[config.mk]
export PLATFORM = sky130hd
export DESIGN_NAME = efpga_readback_tx
export DESIGN_NICKNAME = d
export VERILOG_FILES = /design/src/rtl/efpga_readback_tx_pkg.sv /design/src/rtl/readback_word_fifo.sv /design/src/rtl/efpga_readback_tx.sv
export SDC_FILE = /design/constraint.sdc
export NUM_CORES = 1
export LEC_CHECK = 0
export ABC_AREA = 1
export BUFFER_PORTS_ARGS = -buffer_cell sky130_fd_sc_hd__buf_2
export CELL_PAD_IN_SITES_DETAIL_PLACEMENT = 1
export CELL_PAD_IN_SITES_GLOBAL_PLACEMENT = 1
export CORE_MARGIN = 8
export CORE_UTILIZATION = 40
export DETAILED_ROUTE_END_ITERATION = 8
export PLACE_DENSITY_LB_ADDON = 0.1
export RECOVER_POWER = 100
export SETUP_SLACK_MARGIN = 0.05
export SYNTH_ARGS = -nofsm -noshare
export SYNTH_HDL_FRONTEND = slang
export SYNTH_SLANG_ARGS = --single-unit
[constraint.sdc]
create_clock -name clk_i -period 3.6 [get_ports clk_i]
set_input_delay 0.36 -clock clk_i [delete_from_list [all_inputs] [get_ports clk_i]]
set_output_delay 0.36 -clock clk_i [all_outputs]
set_load 0.1 [all_outputs]
[src/rtl/efpga_readback_tx_pkg.sv]
// Shared controller definitions for the eFPGA readback/config byte paths:
// frame FSM state encodings, the default sync byte and a word-to-byte helper.
package efpga_readback_tx_pkg;

  typedef enum logic [2:0] {
    ST_IDLE = 3'd0,
    ST_SYNC = 3'd1,
    ST_LEN  = 3'd2,
    ST_DATA = 3'd3,
    ST_CSUM = 3'd4
  } rb_state_e;

  localparam logic [7:0] RB_SYNC_BYTE = 8'h5A;

  // Byte index 0 selects bits 31:24 so words leave MSB first.
  function automatic logic [7:0] word_byte(input logic [31:0] word, input logic [1:0] idx);
    logic [7:0] b;
    case (idx)
      2'd0:    b = word[31:24];
      2'd1:    b = word[23:16];
      2'd2:    b = word[15:8];
      default: b = word[7:0];
    endcase
    return b;
  endfunction

endpackage

[src/rtl/readback_word_fifo.sv]
// Synchronous show-ahead FIFO; full/empty come from the registered count,
// so a pop never frees a slot for a write in the same cycle.
module readback_word_fifo #(
  parameter int DEPTH = 4,
  parameter int WIDTH = 32
) (
  input  logic             clk_i,
  input  logic             reset_i,
  input  logic [WIDTH-1:0] wr_data_i,
  input  logic             wr_en_i,
  output logic             full_o,
  input  logic             rd_en_i,
  output logic [WIDTH-1:0] rd_data_o,
  output logic             empty_o
);

  localparam int AW = (DEPTH > 1) ? $clog2(DEPTH) : 1;
  localparam logic [AW:0] FULL_COUNT = (AW+1)'(DEPTH);

  logic [WIDTH-1:0] mem_q [DEPTH];
  logic [AW-1:0]    wr_ptr_q, wr_ptr_d;
  logic [AW-1:0]    rd_ptr_q, rd_ptr_d;
  logic [AW:0]      count_q, count_d;
  logic             push, pop;

  assign full_o    = (count_q == FULL_COUNT);
  assign empty_o   = (count_q == '0);
  assign rd_data_o = mem_q[rd_ptr_q];

  always_comb begin
    push     = wr_en_i && !full_o;
    pop      = rd_en_i && !empty_o;
    wr_ptr_d = wr_ptr_q;
    rd_ptr_d = rd_ptr_q;
    count_d  = count_q;
    if (push) wr_ptr_d = wr_ptr_q + 1'b1;
    if (pop)  rd_ptr_d = rd_ptr_q + 1'b1;
    if (push && !pop)      count_d = count_q + 1'b1;
    else if (pop && !push) count_d = count_q - 1'b1;
  end

  always_ff @(posedge clk_i) begin
    if (reset_i) begin
      wr_ptr_q <= '0;
      rd_ptr_q <= '0;
      count_q  <= '0;
    end else begin
      wr_ptr_q <= wr_ptr_d;
      rd_ptr_q <= rd_ptr_d;
      count_q  <= count_d;
    end
  end

  // Storage needs no reset: the pointers alone define what is valid.
  always_ff @(posedge clk_i) begin
    if (push) mem_q[wr_ptr_q] <= wr_data_i;
  end

endmodule

[src/rtl/efpga_readback_tx.sv]
// Frames buffered eFPGA readback words into a byte stream for the USB CDC IN
// channel: SYNC, length, data bytes MSB first, XOR checksum.
module efpga_readback_tx
  import efpga_readback_tx_pkg::*;
#(
  parameter int         FIFO_DEPTH = 4,
  parameter logic [7:0] SYNC_BYTE  = RB_SYNC_BYTE
) (
  input  logic        clk_i,
  input  logic        reset_i,
  input  logic [31:0] word_data_i,
  input  logic        word_valid_i,
  output logic        word_ready_o,
  input  logic        frame_start_i,
  input  logic [7:0]  frame_len_i,
  output logic        busy_o,
  output logic        frame_done_o,
  output logic [7:0]  in_data_o,
  output logic        in_valid_o,
  input  logic        in_ready_i
);

  rb_state_e   state_q, state_d;
  logic [7:0]  len_q, len_d;
  logic [7:0]  word_cnt_q, word_cnt_d;
  logic [1:0]  byte_cnt_q, byte_cnt_d;
  logic [7:0]  csum_q, csum_d;
  logic        done_q, done_d;
  logic        fifo_full, fifo_empty, fifo_pop;
  logic [31:0] fifo_rdata;
  logic [7:0]  data_byte;

  readback_word_fifo #(.DEPTH(FIFO_DEPTH), .WIDTH(32)) u_fifo (
    .clk_i     (clk_i),
    .reset_i   (reset_i),
    .wr_data_i (word_data_i),
    .wr_en_i   (word_valid_i),
    .full_o    (fifo_full),
    .rd_en_i   (fifo_pop),
    .rd_data_o (fifo_rdata),
    .empty_o   (fifo_empty)
  );

  assign word_ready_o = !fifo_full;
  assign busy_o       = (state_q != ST_IDLE);
  assign frame_done_o = done_q;
  assign data_byte    = word_byte(fifo_rdata, byte_cnt_q);

  always_comb begin
    state_d    = state_q;
    len_d      = len_q;
    word_cnt_d = word_cnt_q;
    byte_cnt_d = byte_cnt_q;
    csum_d     = csum_q;
    done_d     = 1'b0;
    fifo_pop   = 1'b0;
    in_valid_o = 1'b0;
    in_data_o  = 8'h00;
    case (state_q)
      ST_IDLE: begin
        if (frame_start_i) begin
          state_d    = ST_SYNC;
          len_d      = frame_len_i;
          word_cnt_d = '0;
          byte_cnt_d = '0;
          csum_d     = '0;
        end
      end
      ST_SYNC: begin
        in_valid_o = 1'b1;
        in_data_o  = SYNC_BYTE;
        if (in_ready_i) state_d = ST_LEN;
      end
      ST_LEN: begin
        in_valid_o = 1'b1;
        in_data_o  = len_q;
        if (in_ready_i) begin
          csum_d  = csum_q ^ len_q;
          state_d = (len_q != 8'd0) ? ST_DATA : ST_CSUM;
        end
      end
      ST_DATA: begin
        // The FIFO head is read in place; the word is popped only after its last byte.
        in_valid_o = !fifo_empty;
        in_data_o  = fifo_empty ? 8'h00 : data_byte;
        if (!fifo_empty && in_ready_i) begin
          csum_d     = csum_q ^ data_byte;
          byte_cnt_d = byte_cnt_q + 2'd1;
          if (byte_cnt_q == 2'd3) begin
            fifo_pop   = 1'b1;
            word_cnt_d = word_cnt_q + 8'd1;
            if (word_cnt_q == len_q - 8'd1) state_d = ST_CSUM;
          end
        end
      end
      ST_CSUM: begin
        in_valid_o = 1'b1;
        in_data_o  = csum_q;
        if (in_ready_i) begin
          state_d = ST_IDLE;
          done_d  = 1'b1;
        end
      end
      default: state_d = ST_IDLE;
    endcase
  end

  always_ff @(posedge clk_i) begin
    if (reset_i) begin
      state_q    <= ST_IDLE;
      len_q      <= '0;
      word_cnt_q <= '0;
      byte_cnt_q <= '0;
      csum_q     <= '0;
      done_q     <= 1'b0;
    end else begin
      state_q    <= state_d;
      len_q      <= len_d;
      word_cnt_q <= word_cnt_d;
      byte_cnt_q <= byte_cnt_d;
      csum_q     <= csum_d;
      done_q     <= done_d;
    end
  end

endmodule

After elaboration in Yosys (flattened, before gate mapping) --
Memory sizes are Yosys's and may differ from the RTL's. A register that Yosys moved wholly into a read port is not among the register bits. Index checks and enable logic that the tools add are counted.
Storage, ports and cells: register bits 37, memory bits (writable) 128, input port bits 45, output and inout bits 12, logic and storage cells 93, memories kept 1
Memory list:
- u_fifo.mem_q | depth 4, bits a word 32, rd ports 1, clocked after memory_dff 1, wr ports 1, line readback_word_fifo.sv:20 | logic [WIDTH-1:0] mem_q [DEPTH];
Cells by class: add/subtract/negate cells 7, eq/ne operators 16, multiplexer cells 33, bitwise operators 3, reductions and logical operators 24
Operators by type and width (number):
- $mux W8 | 6
- $pmux W8 S3 | 2
- $pmux W8 S4 | 1
- $mux W3 | 10
- $pmux W8 S2 | 1
- $xor A8 B8 Y8 | 2
- $pmux W3 S5 | 1
- $ne A2 B2 Y1 const B | 7
- $add A8 B1 Y8 const B | 1
- $eq A8 B8 Y1 | 1
- $mux W2 | 4
- $reduce_and A4 Y1 | 2
- $reduce_bool A8 Y1 | 1
- $sub A8 B1 Y8 const B | 1
- $reduce_and A7 Y1 | 1
- $add A2 B1 Y2 const B | 3
- $eq A3 B2 Y1 const B | 2
- $eq A3 B3 Y1 const B | 2
- $logic_not A3 Y1 | 2
- $mux W1 | 6
- $reduce_bool A3 Y1 | 2
- $logic_and A1 B1 Y1 | 5
- $eq A2 B2 Y1 const B | 2
- $logic_not A1 Y1 | 4
- other kinds (13) | 14

Logic depth before layout (Yosys ltp) --
depth in word-level cells 9, mapped depth 16, gate-level depth less buffers 15

By module --
From an unflattened synthesis, not the netlist that was laid out.
Unflattened totals: cell total of the unflattened synthesis 719, area, all modules 7399.6 um^2
Modules (own cells, without submodules):
- readback_word_fifo | instances 1, cells an instance 379, area an instance 5270.1 um^2
- efpga_readback_tx | instances 1, cells an instance 340, area an instance 2129.5 um^2

Worst setup path after synthesis --
OpenSTA, ideal clock, no wires.
path kind reg2reg, start point register u_fifo.count_q[1], end point memory u_fifo.mem_q[0][0], enable pin, data arrival time 2.965 ns, data required time 3.179 ns, slack 0.213 ns, cell stages (with the launch flop) 5, buffers on the path 0, period minus slack after synthesis 3.387 ns, cell sequence dfxtp_1 > inv_1 > nand3_1 > nand2_1 > nor2_1
Between the ends: word-level cells in the longest chain between the ends 5
RTL lines:
- from (decl) | line readback_word_fifo.sv:23 | logic [AW:0] count_q, count_d;
- from (signal assigned) | line readback_word_fifo.sv:50 | count_q <= count_d;
- $eq A3 B3 Y1 | line readback_word_fifo.sv:26 | assign full_o = (count_q == FULL_COUNT);
- $logic_not A1 Y1
- named net word_ready_o | line efpga_readback_tx.sv:13 | output logic word_ready_o,
- $logic_and A1 B1 Y1 | line readback_word_fifo.sv:31 | push = wr_en_i && !full_o;
- $mux W1 | line readback_word_fifo.sv:56 | if (push) mem_q[wr_ptr_q] <= wr_data_i;
- $mux W1 (implied by the code) | line readback_word_fifo.sv:56
- to (decl) | line readback_word_fifo.sv:20
The timed path passes the listed nets, and every way through them passes these cells.

Worst setup path in the final report --
start point register state_q[1], end point output in_data_o[7]
Between the ends: word-level cells in the longest chain between the ends 2, elaborated cells on any way between the ends 5
RTL lines:
- from (decl) | line efpga_readback_tx.sv:23 | rb_state_e state_q, state_d;
- from (signal assigned) | line efpga_readback_tx.sv:117 | state_q <= state_d;
- $eq A3 B3 Y1 (tied with other cells) | line efpga_readback_tx.sv:59 | case (state_q)
- $pmux W8 S4 * | line efpga_readback_tx.sv:59
- to (decl) | line efpga_readback_tx.sv:18 | output logic [7:0] in_data_o,
Every way passes the cells marked *; elsewhere a longest branch is shown, timed or not.

==> impl_summary.txt <==
----------------------------------------------------
[Logic synthesis]
  Synthesis-stage register bit count ... 167
  Share of the synthesized area in the top cell type ... 0.511
  Largest cells by area after synthesis ... sky130_fd_sc_hd__edfxtp_1 (51%), sky130_fd_sc_hd__dfxtp_1 (10%), sky130_fd_sc_hd__nand2_1 (8.6%)
  Avg Synthesized Cell Area ... 9.87 sq um
  EDFF count, synth ... 128
  Synth area leader ... sky130_fd_sc_hd__edfxtp_1
  Synthesized netlist net count ... 820
  Syn Std Cell Area ... 0.00753 sq mm
  Proportion of synthesized flip-flops having asynchronous set or reset ... 0
  Number of unique standard cell types used by synthesis ... 38
  Synth warn ... 0
  Synth Flop Type ... sky130_fd_sc_hd__edfxtp_1
  Cells after Synth ... 763
  Sequential area share after synthesis ... 0.614

[Clocking]
  # H-tree levels ... 4
  Library cell used as clock root buffer ... sky130_fd_sc_hd__clkbuf_16
  Num CTS Buffers ... 17
  Total setup buffers inserted after CTS ... 0
  Register clock-pin slew on the reported worst setup and hold paths ... 70 ps
  CTS hold repair buffers ... 0
  Buffer levels on the longest clock path ... 2
  Clock tree from TritonCTS ... yes
  Count of clock tree sinks ... 167
  Insertion delay of the later-clocked pin in the worst-skew pair ... 430 ps
  Post-cts gate resize count ... 0

[Critical path]
  Type of origin of the critical path ... flop
  Stage delay of the slowest cell on the critical path ... 500 ps
  Critical path's slowest cell ... sky130_fd_sc_hd__clkbuf_2
  Type of the worst setup path ... flop to primary output
  Critical path, cell by cell ... inv_1, nor2_4, nand2_1, inv_2, nand2_1, inv_1, nand2_1, o211ai_1, clkbuf_2
  Worst endpoint required time ... 3240 ps
  Arrival time reported for the critical path endpoint ... 2870 ps
  Critical-path maximum fanout ... 12
  Endpoint class of the critical path ... primary output
  Most common cell on crit path ... sky130_fd_sc_hd__nand2_1

[Detailed routing]
  Detailed Route WL ... 19.9 mm
  Antenna-violating nets left ... 0
  Iteration count of the initial detailed-routing pass ... 5
  Average vias per placed instance ... 5.23
  Residual DRC ... 0
  Vias ... 5560
  First DRT Iteration DRCs ... 320
  DR WL/cell ... 18.7 microns

[Placed design]
  Buffers on Ports ... 56
  Final RePlAce weighted congestion ... 0.788
  Total half-perimeter wirelength after legalization and detailed placement ... 13.5 mm
  Worst Setup Slack post-DPL ... 1050 ps
  Total cell area at the placement stage ... 0.00812 sq mm

[GRT]
  Pin count of the biggest net entering global routing ... 65
  Remaining global-route overflow ... 0
  Number of antenna violations at the first check in global routing ... 0
  Via count of the first global-routing pass ... 5884
  Total GRT Usage ... 0.173
  First-pass GRT wire length ... 31.6 mm

[Die]
  Die height ... 153 microns
  Row count ... 50
  Die area ... 0.0235 sq mm
  Standard cell core area ... 0.0186 sq mm
  I/O pins ... 57
  Horizontal extent of the die ... 153 microns
  Effective utilization at floorplan ... 0.405

[Timing]
  Clock period minus worst slack ... 3230 ps
  Final Setup Violations ... 0
  Achievable Freq ... 310 MHz
  Remaining max-slew budget at the tightest pin ... -0.493
  RSZ-0062 raised after global routing ... no
  Final clock skew ... 9.67 ps
  Max-slew violation count ... 141
  Setup slack after layout ... 371 ps
  Slew of the pin with the lowest slew margin ... 2240 ps
  Period utilization ... 0.897
  Worst hold slack ... 185 ps
  Final-report hold violation count ... 0
  Setup tns final ... 0 ps

[Cells and area]
  Leading cell types in the layout, fill and taps excluded ... sky130_fd_sc_hd__nand2_1 (178), sky130_fd_sc_hd__edfxtp_1 (128), sky130_fd_sc_hd__nor2_1 (98)
  Leading cell type in the layout, fill and taps excluded ... sky130_fd_sc_hd__nand2_1
  Layout Area Growth over Synthesis ... 13.8%
  Number of antenna repair diodes ... 0
  Post-layout instance area ... 0.00857 sq mm
  Fraction of final layout cells with drive strength greater than 1 ... 0.0976
  Layout net count ... 874

[Power and ir drop]
  Clock network fraction of total power ... 0.324
  Sw power ... 0.00219 W
  Proportion of power drawn by combinational gates ... 0.281
  Design internal power ... 0.00375 W
  Cell leakage power ... 3.15 nW
  Maximum resistive drop on vdd ... 316 uV
  Proportion of total power due to net switching ... 0.368
  Sequential share of power ... 0.395
  Power density cells ... 693 mW/mm^2

[Run status]
  Status ... complete, but fails checks
  Violated checks ... max-capacitance violations, max-slew violations

[Min path]
  Worst Hold Class ... primary input to flop

[Run]
  Max cap viols ... 5

----------------------------------------------------
==> area by class of cell <==
| class | count | area, sq um |
|---|---|---|
| Fill cell | 2143 | 10000 |
| Tap cell | 234 | 293 |
| Inverter | 50 | 188 |
| Sequential cell | 167 | 4630 |
| Multi-Input combinational cell | 516 | 2460 |
| Clock inverter | 15 | 200 |
| Timing Repair Buffer | 65 | 379 |
| Clock buffer | 17 | 425 |
==> routing by layer <==
| metal | GRT usage | part of all wire |
|---|---|---|
| met5 | 0 | 0 |
| met4 | 0.0495 | 0.013 |
| met3 | 0.0347 | 0.037 |
| met2 | 0.297 | 0.49 |
| met1 | 0.216 | 0.46 |
==> cells by family after synthesis <==
family                     Yosys count  share of synthesized area
and+or+nand+nor                    379                      0.219
adders and majority gates           12                     0.0209
buffers and inverters               80                     0.0495
xor gates and xnor gates             5                    0.00582
DFF                                167                      0.614
AOI/OAI and AO/OA                  120                     0.0902
==> power groups by stage <==
stage	sequential, W	combinational (W)	clock, W
global route	0.00236	0.00182	0.00202
finish	0.00235	0.00167	0.00192
detailed placement	0.00239	0.00180	0
floorplan	0.00237	0.00129	0
CTS	0.00234	0.00181	0.00196
global placement	0.00238	0.00177	0
==> worst paths after layout <==
kind              cells past startpoint                             from                               to  slack, ps
setup reg to reg                      5   u_fifo.count_q[0]$_SDFFE_PP0P_    u_fifo.mem_q[0][26]$_DFFE_PP_        610
setup / recovery                      9          state_q[1]$_SDFFE_PP0P_                     in_data_o[7]        370
hold / removal                        1                  word_data_i[17]    u_fifo.mem_q[0][17]$_DFFE_PP_        180
hold reg to reg                       1  u_fifo.rd_ptr_q[0]$_SDFFE_PP0P_  u_fifo.rd_ptr_q[0]$_SDFFE_PP0P_        480
==> state kept, by name, indices dropped and copies added, names as in the netlist, named ones only <==
signal           cells
csum_q               8
u_fifo.count_q       3
u_fifo.wr_ptr_q      2
state_q              3
u_fifo.rd_ptr_q      2
len_q                8
u_fifo.mem_q       128
byte_cnt_q           2
frame_done_o         1
word_cnt_q           8
==> metrics by stage <==
step / instances / power, W / utilization
6_report: 1064 / 0.00594 / 0.461
5_1_grt: 1064 / 0.00621 / 0.461
4_1_cts: 1064 / 0.00611 / 0.470
3_5_place_dp: 1032 / 0.00419 / 0.437
3_3_place_gp: 1032 / 0.00414 / 0.437
2_1_floorplan: 763 / 0.00365 / -
==> worst max-delay path, delay by kind of cell, from the launching register on <==
family | cells | cell delay (ps)
buffers and inverters | 4 | 1220
AND/OR/NAND/NOR | 4 | 760
flip-flops | 1 | 350
AO/OA/AOI/OAI | 1 | 110
==> synth_stat cells, types with 5 or more instances <==
cell type / n
sky130_fd_sc_hd__nand3_1: 85
sky130_fd_sc_hd__nand2_1: 173
sky130_fd_sc_hd__inv_2: 8
sky130_fd_sc_hd__buf_6: 5
sky130_fd_sc_hd__nor2_1: 98
sky130_fd_sc_hd__o21ai_1: 26
sky130_fd_sc_hd__inv_1: 42
sky130_fd_sc_hd__xor2_1: 5
sky130_fd_sc_hd__ha_1: 11
sky130_fd_sc_hd__dfxtp_1: 39
sky130_fd_sc_hd__edfxtp_1: 128
sky130_fd_sc_hd__buf_2: 16
sky130_fd_sc_hd__o21ai_0: 39
sky130_fd_sc_hd__a21oi_2: 8
sky130_fd_sc_hd__a21oi_1: 32
sky130_fd_sc_hd__nor2_4: 5
Note: power is estimated with default switching activity, not from simulation.
